===== src/rtl/slave_port_arbiter_pkg.sv =====
// Shared crossbar definitions: default widths, arbiter state encoding and command values.
// Also holds a small wrap-around increment helper.
package slave_port_arbiter_pkg;

  localparam int unsigned DefaultDataW = 32;

  typedef enum logic {
    StIdle  = 1'b0,
    StGrant = 1'b1
  } arb_state_e;

  localparam logic CmdRead  = 1'b0;
  localparam logic CmdWrite = 1'b1;

  function automatic int unsigned wrap_inc(int unsigned idx, int unsigned n);
    return (idx + 1 >= n) ? 0 : idx + 1;
  endfunction

endpackage


===== src/rtl/slave_port_arbiter_if.sv =====
// Bus bundle between the master-side routing, one slave-port arbiter and the slave interface.
interface slave_port_arbiter_if #(
  parameter int unsigned N_MASTERS = 2,
  parameter int unsigned DATA_W    = 32
);

  logic [N_MASTERS-1:0]        m_req;
  logic [N_MASTERS*DATA_W-1:0] m_addr;
  logic [N_MASTERS*DATA_W-1:0] m_wdata;
  logic [N_MASTERS-1:0]        m_cmd;
  logic [N_MASTERS-1:0]        m_ack;
  logic [N_MASTERS*DATA_W-1:0] m_rdata;

  logic                        req_from_crossbar;
  logic [DATA_W-1:0]           addr_from_crossbar;
  logic [DATA_W-1:0]           wdata_from_crossbar;
  logic                        cmd_from_crossbar;
  logic                        connect_approved_from_crossbar;
  logic                        ack_to_crossbar;
  logic [DATA_W-1:0]           rdata_to_crossbar;

  // Environment view: requesting masters plus the downstream slave model.
  modport master (
    output m_req, m_addr, m_wdata, m_cmd, ack_to_crossbar, rdata_to_crossbar,
    input  m_ack, m_rdata, req_from_crossbar, addr_from_crossbar, wdata_from_crossbar,
           cmd_from_crossbar, connect_approved_from_crossbar
  );

  // Arbiter view.
  modport slave (
    input  m_req, m_addr, m_wdata, m_cmd, ack_to_crossbar, rdata_to_crossbar,
    output m_ack, m_rdata, req_from_crossbar, addr_from_crossbar, wdata_from_crossbar,
           cmd_from_crossbar, connect_approved_from_crossbar
  );

endinterface


===== src/rtl/slave_port_arbiter_rr_select.sv =====
// Combinational round-robin picker: first set request bit at or above ptr, wrapping.
module slave_port_arbiter_rr_select #(
  parameter int unsigned N_MASTERS = 2,
  parameter int unsigned IDX_W     = 1
) (
  input  logic [N_MASTERS-1:0] req,
  input  logic [IDX_W-1:0]     ptr,
  output logic [IDX_W-1:0]     idx,
  output logic                 valid
);

  logic [N_MASTERS-1:0] rotated;
  logic [IDX_W:0]       offset;
  logic [IDX_W:0]       sum;

  always_comb begin
    // Rotate so that bit 0 is the master at ptr; the lowest set bit is then the winner.
    rotated = N_MASTERS'({req, req} >> ptr);
    offset  = '0;
    for (int k = N_MASTERS - 1; k >= 0; k--) begin
      if (rotated[k]) begin
        offset = (IDX_W + 1)'(k);
      end
    end
    sum = {1'b0, ptr} + offset;
    if (sum >= (IDX_W + 1)'(N_MASTERS)) begin
      sum = sum - (IDX_W + 1)'(N_MASTERS);
    end
    idx   = sum[IDX_W-1:0];
    valid = |req;
  end

endmodule


===== src/rtl/slave_port_arbiter.sv =====
// Per-slave round-robin arbiter: grants one master at a time onto the slave port and routes
// the slave ack/read data back to the owner only.
module slave_port_arbiter
  import slave_port_arbiter_pkg::*;
#(
  parameter int unsigned N_MASTERS = 2,
  parameter int unsigned IDX_W     = (N_MASTERS > 1) ? $clog2(N_MASTERS) : 1,
  parameter int unsigned DATA_W    = DefaultDataW
) (
  input  logic                 clk,
  input  logic                 rst,
  slave_port_arbiter_if.slave  bus,
  output logic [IDX_W-1:0]     grant_idx,
  output logic                 busy
);

  arb_state_e       state_q;
  logic [IDX_W-1:0] rr_ptr_q;
  logic [IDX_W-1:0] grant_idx_q;
  logic             busy_q;
  logic             conn_q;

  logic [IDX_W-1:0] sel_idx;
  logic             sel_valid;
  logic             in_grant;

  logic              g_req;
  logic              g_cmd;
  logic [DATA_W-1:0] g_addr;
  logic [DATA_W-1:0] g_wdata;

  slave_port_arbiter_rr_select #(
    .N_MASTERS (N_MASTERS),
    .IDX_W     (IDX_W)
  ) u_rr_select (
    .req   (bus.m_req),
    .ptr   (rr_ptr_q),
    .idx   (sel_idx),
    .valid (sel_valid)
  );

  assign in_grant = (state_q == StGrant);

  // Fields of the currently granted master.
  always_comb begin
    g_req   = 1'b0;
    g_cmd   = CmdRead;
    g_addr  = '0;
    g_wdata = '0;
    for (int i = 0; i < N_MASTERS; i++) begin
      if (grant_idx_q == IDX_W'(i)) begin
        g_req   = bus.m_req[i];
        g_cmd   = bus.m_cmd[i];
        g_addr  = bus.m_addr[i*DATA_W +: DATA_W];
        g_wdata = bus.m_wdata[i*DATA_W +: DATA_W];
      end
    end
  end

  always_comb begin
    bus.req_from_crossbar              = in_grant & g_req;
    bus.cmd_from_crossbar              = in_grant & g_cmd;
    bus.addr_from_crossbar             = in_grant ? g_addr : '0;
    bus.wdata_from_crossbar            = in_grant ? g_wdata : '0;
    bus.connect_approved_from_crossbar = conn_q;
    bus.m_ack                          = '0;
    bus.m_rdata                        = '0;
    for (int i = 0; i < N_MASTERS; i++) begin
      if (in_grant && grant_idx_q == IDX_W'(i)) begin
        bus.m_ack[i] = bus.ack_to_crossbar;
        if (bus.ack_to_crossbar && g_cmd == CmdRead) begin
          bus.m_rdata[i*DATA_W +: DATA_W] = bus.rdata_to_crossbar;
        end
      end
    end
  end

  always_ff @(posedge clk) begin
    if (rst) begin
      state_q     <= StIdle;
      rr_ptr_q    <= '0;
      grant_idx_q <= '0;
      busy_q      <= 1'b0;
      conn_q      <= 1'b0;
    end else begin
      case (state_q)
        StIdle: begin
          if (sel_valid) begin
            state_q     <= StGrant;
            grant_idx_q <= sel_idx;
            busy_q      <= 1'b1;
            conn_q      <= 1'b1;
          end
        end
        StGrant: begin
          // Completion or abort both release the port and move priority past the owner.
          if (bus.ack_to_crossbar || !g_req) begin
            state_q  <= StIdle;
            rr_ptr_q <= IDX_W'(wrap_inc(32'(grant_idx_q), N_MASTERS));
            busy_q   <= 1'b0;
            conn_q   <= 1'b0;
          end
        end
        default: state_q <= StIdle;
      endcase
    end
  end

  assign grant_idx = grant_idx_q;
  assign busy      = busy_q;

endmodule


===== src/flat_wrapper.sv =====
// flat-port wrapper written by rule: the top's interface ports become plain ports
module slave_port_arbiter_flat import slave_port_arbiter_pkg::*;
#(
  parameter int unsigned N_MASTERS = 2,
  parameter int unsigned IDX_W     = (N_MASTERS > 1) ? $clog2(N_MASTERS) : 1,
  parameter int unsigned DATA_W    = DefaultDataW
)
  (clk, rst, grant_idx, busy, bus_m_req, bus_m_addr, bus_m_wdata, bus_m_cmd, bus_ack_to_crossbar, bus_rdata_to_crossbar, bus_m_ack, bus_m_rdata, bus_req_from_crossbar, bus_addr_from_crossbar, bus_wdata_from_crossbar, bus_cmd_from_crossbar, bus_connect_approved_from_crossbar);
  slave_port_arbiter_if #(.N_MASTERS(N_MASTERS), .DATA_W(DATA_W)) bus_i ();
  input  logic clk;
  input  logic rst;
  output logic [IDX_W-1:0] grant_idx;
  output logic busy;
  input wire logic [$bits(bus_i.m_req)-1:0] bus_m_req;
  input wire logic [$bits(bus_i.m_addr)-1:0] bus_m_addr;
  input wire logic [$bits(bus_i.m_wdata)-1:0] bus_m_wdata;
  input wire logic [$bits(bus_i.m_cmd)-1:0] bus_m_cmd;
  input wire logic [$bits(bus_i.ack_to_crossbar)-1:0] bus_ack_to_crossbar;
  input wire logic [$bits(bus_i.rdata_to_crossbar)-1:0] bus_rdata_to_crossbar;
  output wire logic [$bits(bus_i.m_ack)-1:0] bus_m_ack;
  output wire logic [$bits(bus_i.m_rdata)-1:0] bus_m_rdata;
  output wire logic [$bits(bus_i.req_from_crossbar)-1:0] bus_req_from_crossbar;
  output wire logic [$bits(bus_i.addr_from_crossbar)-1:0] bus_addr_from_crossbar;
  output wire logic [$bits(bus_i.wdata_from_crossbar)-1:0] bus_wdata_from_crossbar;
  output wire logic [$bits(bus_i.cmd_from_crossbar)-1:0] bus_cmd_from_crossbar;
  output wire logic [$bits(bus_i.connect_approved_from_crossbar)-1:0] bus_connect_approved_from_crossbar;
  assign bus_i.m_req = bus_m_req;
  assign bus_i.m_addr = bus_m_addr;
  assign bus_i.m_wdata = bus_m_wdata;
  assign bus_i.m_cmd = bus_m_cmd;
  assign bus_i.ack_to_crossbar = bus_ack_to_crossbar;
  assign bus_i.rdata_to_crossbar = bus_rdata_to_crossbar;
  assign bus_m_ack = bus_i.m_ack;
  assign bus_m_rdata = bus_i.m_rdata;
  assign bus_req_from_crossbar = bus_i.req_from_crossbar;
  assign bus_addr_from_crossbar = bus_i.addr_from_crossbar;
  assign bus_wdata_from_crossbar = bus_i.wdata_from_crossbar;
  assign bus_cmd_from_crossbar = bus_i.cmd_from_crossbar;
  assign bus_connect_approved_from_crossbar = bus_i.connect_approved_from_crossbar;
  slave_port_arbiter #(.N_MASTERS(N_MASTERS), .IDX_W(IDX_W), .DATA_W(DATA_W)) u_core (.clk(clk), .rst(rst), .bus(bus_i), .grant_idx(grant_idx), .busy(busy));
endmodule

===== config.mk =====
export PLATFORM = sky130hd
export DESIGN_NAME = slave_port_arbiter_flat
export DESIGN_NICKNAME = d
export VERILOG_FILES = /design/src/rtl/slave_port_arbiter_pkg.sv /design/src/rtl/slave_port_arbiter_if.sv /design/src/rtl/slave_port_arbiter_rr_select.sv /design/src/rtl/slave_port_arbiter.sv /design/src/flat_wrapper.sv
export SDC_FILE = /design/constraint.sdc
export NUM_CORES = 1
export LEC_CHECK = 0
export BUFFER_PORTS_ARGS = -buffer_cell sky130_fd_sc_hd__clkbuf_2
export CAP_MARGIN = 10
export CORE_AREA = 2 2 118 120
export CTS_CLUSTER_DIAMETER = 50
export DETAILED_ROUTE_END_ITERATION = 8
export DIE_AREA = 0 0 120 122
export PLACE_DENSITY = 0.55
export SETUP_SLACK_MARGIN = 0.2
export SLEW_MARGIN = 0
export SYNTH_ARGS = -nofsm -noshare
export SYNTH_HDL_FRONTEND = slang
export SYNTH_HIERARCHICAL = 1
export SYNTH_SLANG_ARGS = --single-unit

===== constraint.sdc =====
create_clock -name clk -period 1.9 [get_ports clk]
set_input_delay 0.285 -clock clk [delete_from_list [all_inputs] [get_ports clk]]
set_output_delay 0.285 -clock clk [all_outputs]
set_load 0.02 [all_outputs]

# After elaboration in Yosys (flattened, before gate mapping)
# Index checks and enable logic that the tools add are counted.
# W data, S select, Z words.
dict set report word_totals {
  register_bits 4
  latchBits 0
  ram_bits 0
  romBits 0
  out_inout_bits 135
  elab_cells 47
  n_memories 0
}
dict set report classes {
  addsub 3
  multipliers 0
  n_div 0
  n_lt_le_gt_ge 2
  eq_ne 2
  n_shift 1
  mux 21
  n_bitwise 5
  n_reduce_logical 9
}
# cell n
set ops {}
lappend ops {{$mux W32} 7}
lappend ops {{$mux W1} 11}
lappend ops {{$reduce_and A2 Y1} 3}
lappend ops {{$ge A2 B2 Y1 const B} 2}
lappend ops {{$pmux W1 S2} 2}
lappend ops {{$shr A4 B1 Y2} 1}
lappend ops {{$logic_and A1 B1 Y1} 3}
lappend ops {{$not A1 Y1} 3}
lappend ops {{$add A1 B1 Y2 const B} 1}
lappend ops {{$add A1 B2 Y2} 1}
lappend ops {{$and A1 B1 Y1} 2}
lappend ops {{$mux W2} 1}
lappend ops {{$ne A2 B1 Y1 const B} 1}
lappend ops {{$ne A2 B2 Y1 const B} 1}
lappend ops {{$reduce_or A2 Y1} 1}
lappend ops {{$logic_not A1 Y1} 1}
lappend ops {{$logic_or A1 B1 Y1} 1}
lappend ops {{$sub A1 B1 Y1 const B} 1}

# Depth between registers and ports, before layout
dict set report depth {
  word_depth 6
  ltp_mapped 5
  mapped_depth_nobuf 4
}

# Modules after synthesis
# The synthesis kept the hierarchy.
# module n_inst cells_each area_per_inst_um2 seq_area_each_um2
set by_module_without_submodules {}
lappend by_module_without_submodules {slave_port_arbiter 1 241 1635.3 80.1}
lappend by_module_without_submodules {slave_port_arbiter_rr_select 1 4 18.8 0.0}

# Least setup slack after synthesis
# Ideal clock, no wire load.
dict set report synth_timing {
  path_kind {reg2out}
  from {register u_core.grant_idx_q (netlist: u_core/grant_idx)}
  to {output bus_m_rdata[33]}
  arrival_time_ns 1.468
  t_required_ns 1.615
  path_slack_ns 0.147
  path_stages_with_launch 6
  path_buffers 2
  cell_sequence {dfxtp_1 -> buf_2 -> and3_1 -> and2b_4 -> buf_4 -> and2_1}
}
dict set report synth_via {
  elab_chain_cells 5
}
# element line_no
set synth_rtl {}
lappend synth_rtl {{from (decl)} slave_port_arbiter.sv:19} ;# logic [IDX_W-1:0] grant_idx_q;
lappend synth_rtl {{from (signal assigned)} slave_port_arbiter.sv:90} ;# grant_idx_q <= sel_idx;
lappend synth_rtl {{$mux W1} slave_port_arbiter.sv:51} ;# if (grant_idx_q == IDX_W'(i)) begin
lappend synth_rtl {{$not A1 Y1} slave_port_arbiter.sv:71} ;# if (bus.ack_to_crossbar && g_cmd == CmdRead) begin
lappend synth_rtl {{$logic_and A1 B1 Y1} slave_port_arbiter.sv:71}
lappend synth_rtl {{$mux W32} slave_port_arbiter.sv:71}
lappend synth_rtl {{$mux W32 *} slave_port_arbiter.sv:69} ;# if (in_grant && grant_idx_q == IDX_W'(i)) begin
lappend synth_rtl {{to (decl)} flat_wrapper.sv:21} ;# output wire logic [$bits(bus_i.m_rdata)-1:0] bus_m_rdata;
# Every way passes the cells marked *; elsewhere a longest branch is shown, timed or not.

# Worst setup path after layout
dict set report layout_timing {
  from {register u_core.grant_idx_q (netlist: u_core/grant_idx)}
  to {output bus_wdata_from_crossbar[29]}
}
dict set report layout_via {
  elab_chain_cells 2
}
# element line_no
set layout_rtl {}
lappend layout_rtl {{$mux W32} slave_port_arbiter.sv:51}
lappend layout_rtl {{$mux W32} slave_port_arbiter.sv:64} ;# bus.wdata_from_crossbar = in_grant ? g_wdata : '0;
lappend layout_rtl {{to (decl)} flat_wrapper.sv:24} ;# output wire logic [$bits(bus_i.wdata_from_crossbar)-1:0] bus_wdata_from_crossbar;
# Every way passes these cells.

==> results.json <==
{
  "initial_core_util_pct": 12.2,
  "row_count": 43,
  "syn_area_per_cell_um2": 6.75,
  "wirelength_um": 9150,
  "insertion_delay_ns": 0.22,
  "place.gp.congestion": 0.686,
  "drtIter0Drc": 63,
  "final_common_cell": "clkbuf_2",
  "crit_chain": "buf_12, mux2i_1, nor2_1, clkbuf_2",
  "maxSlewViolCount": 0,
  "drt_first_pass_iters": 4,
  "vdd_drop_max_uv": 211,
  "stdcell_area_mm2": 0.00397,
  "hold_viol": 0,
  "cts_buffer_depth": 2,
  "area_growth_pct": 140,
  "critPathBufInv": 2,
  "worst_ep_required_time_ns": 1.62,
  "cp_top_family": "flip-flops",
  "critPathMaxFanout": 33,
  "cts_buffers": 3,
  "final.setup.tns_ns": 0,
  "track_usage_pct": 10.4,
  "fp.dieArea_mm2": 0.0146,
  "yosysWarnings": 6,
  "tightestPinTransition_ns": 0.223,
  "hpwl_um": 7020,
  "dr_total_vias": 2855,
  "core_mm2": 0.0135,
  "power_mw": 1.34,
  "outcome": "completed",
  "setup_viol": 0,
  "ant_nets": 0,
  "io_pins": 302,
  "seq_area_frac_synth_pct": 4.84,
  "cpPeakStageDelay_ns": 0.39,
  "overflow": 0,
  "p_per_area_mw_per_mm2": 338,
  "postPlaceCellArea_mm2": 0.00335,
  "crit_slowest_cell": "dfxtp_4",
  "synthXorXnorAreaFrac_pct": 0,
  "first_global_vias": 2386,
  "syn_nets": 412,
  "criticalPathCategory": "reg -> out",
  "synth_fa_ha_area_share_pct": 0,
  "final_nets": 713,
  "max_cap_viol_count": 0,
  "die_x_um": 120,
  "post-route-min-period_ns": 1.71,
  "syn_inst": 245,
  "layout_common_cells": "clkbuf_2 (244), nor2_1 (70), mux2i_1 (67)",
  "rsz0062_at_grt": "true",
  "htreeDepth": 1,
  "cts-root-buf": "clkbuf_16",
  "synth_area_mm2": 0.00165,
  "worst_hold_path_type": "in -> reg",
  "endpoint_kind": "output port",
  "grt_pass1_wl_um": 12100,
  "cts_tree": "yes",
  "fmax_mhz": 586,
  "wl_per_cell_um": 12.6,
  "drive_above_1_share_pct": 65.7,
  "ys_ff_latch": 4,
  "synth_cell_types": 23,
  "synth_top_family_by_area": "simple AND/OR/NAND/NOR gates",
  "antenna_found_initial": 1,
  "die_y_um": 122,
  "drc_errors": 0,
  "tritoncts_num_sinks": 4,
  "vias_per_cell": 3.93,
  "ctsHoldBuffers": 0,
  "leakagePower_nw": 2.17,
  "cp.arrival_ns": 1.42,
  "setup.worst_path.start_class": "flip-flop",
  "synthMuxAreaShare_pct": 40.5,
  "synth_compound_area_share_pct": 2.34,
  "clkTransAtPathRegs_ns": 0.03,
  "grt_max_degree": 38,
  "yosys.area_share.simple_pct": 44.3,
  "port_buffers": 301,
  "fin_crit_sh_pct": 89.9,
  "fin_skew_ns": 0.00202,
  "slew_headroom_pct": 84.7
}
-- synthesized netlist by cell type --
| library cell | number | area [um^2] |
|---|---|---|
| o21ai_1 | 1 | 5.00 |
| a21o_1 | 1 | 7.51 |
| o21ai_0 | 1 | 5.00 |
| and2_1 | 64 | 400 |
| a21oi_1 | 1 | 5.00 |
| nor3_2 | 1 | 10.0 |
| nand2b_1 | 1 | 6.26 |
| and3_1 | 1 | 6.26 |
| buf_2 | 9 | 45.0 |
| a211oi_1 | 1 | 7.51 |
| buf_6 | 2 | 22.5 |
| buf_4 | 5 | 37.5 |
| dfxtp_1 | 4 | 80.1 |
| nor2_1 | 70 | 263 |
| or2_1 | 1 | 6.26 |
| mux2i_1 | 67 | 671 |
| o22a_1 | 1 | 8.76 |
| nor2b_1 | 3 | 18.8 |
| nand2_1 | 2 | 7.51 |
| inv_1 | 1 | 3.75 |
| nor3_1 | 1 | 5.00 |
| clkbuf_1 | 6 | 22.5 |
| and2b_4 | 1 | 10.0 |
-- what timing repair did --
action | in CTS | in global routing
pin swaps | 7 | 3
setup endpoints to repair | 64 | 102
buffers inserted | 4 | 0
gates cloned | 6 | 0
resized for setup | 77 | 97
hold endpoints to repair | 0 | 0
-- cell families (layout without fill, tap and decap cells) --
family          Yosys count  after routing
other cells               0              1
simple gates            145            148
compound gates            6              6
buf+inv                  23            320
mux                      67             67
flops                     4              4
-- flip-flops by register name, summed over array words and instances (netlist names) --
name / cells
u_core/rr_ptr_q: 1
u_core/bus.connect_approved_from_crossbar: 1
u_core/grant_idx: 1
u_core/in_grant: 1
-- worst register-to-register path, cell delays in order (launching register included) --
cell and delay (ns):
dfxtp_4 0.39, buf_12 0.25, mux2i_1 0.28, nor3_1 0.09, o22a_1 0.17
-- per-layer routing --
metal  wire (um)  track usage [%]  share of wire, %  up-vias
met4         143             1.54               1.6        0
met1        3350             11.3                37     1268
met5           0                0                 0        -
met2        4730             20.8                52      178
li1            -                -                 -     1402
met3         933             2.29                10        7
-- where the power goes --
part | switching, mW | internal (mW) | leakage, nW
clock network | 0.0607 | 0.277 | 0.0382
logic | 0.484 | 0.413 | 2.10
registers | 0.0118 | 0.0932 | 0.0343
total | 0.557 | 0.783 | 2.17
-- stage by stage --
stage | util, % | instances | hold WS (ns) | setup WS [ns]
6_report | 29.4 | 726 | 0.295 | 0.192
5_1_grt | 29.4 | 725 | 0.306 | 0.142
4_1_cts | 28.1 | 725 | 0.296 | 0.179
3_5_place_dp | 24.8 | 711 | 0.519 | 0.311
3_3_place_gp | 24.8 | 711 | 0.504 | 0.361
2_1_floorplan | - | 245 | 0.357 | 0.206
-- cell type report --
class                           count  area (um^2)
Antenna cell                        1         2.50
Clock buffer                        4         78.8
Fill cell                        1472         9540
Inverter                            1         3.75
Multi-Input combinational cell    221         1570
Sequential cell                     4         87.6
Tap cell                          180          225
Timing Repair Buffer              315         2000
-- path summary, 6_finish.rpt --
kind / from / to / slack (ns) / cells past startpoint
worst min-delay path: rst / u_core/grant_idx$_SDFFE_PP0P_ / 0.30 / 2
worst min register to register: u_core/rr_ptr_q$_SDFFE_PP0P_ / u_core/rr_ptr_q$_SDFFE_PP0P_ / 0.52 / 2
worst max register to register: u_core/grant_idx$_SDFFE_PP0P_ / u_core/bus.connect_approved_from_crossbar$_SDFFE_PP0P_ / 0.61 / 4
worst max-delay path: u_core/grant_idx$_SDFFE_PP0P_ / bus_wdata_from_crossbar[29] / 0.19 / 4
Power figures use the tool's default switching activity.
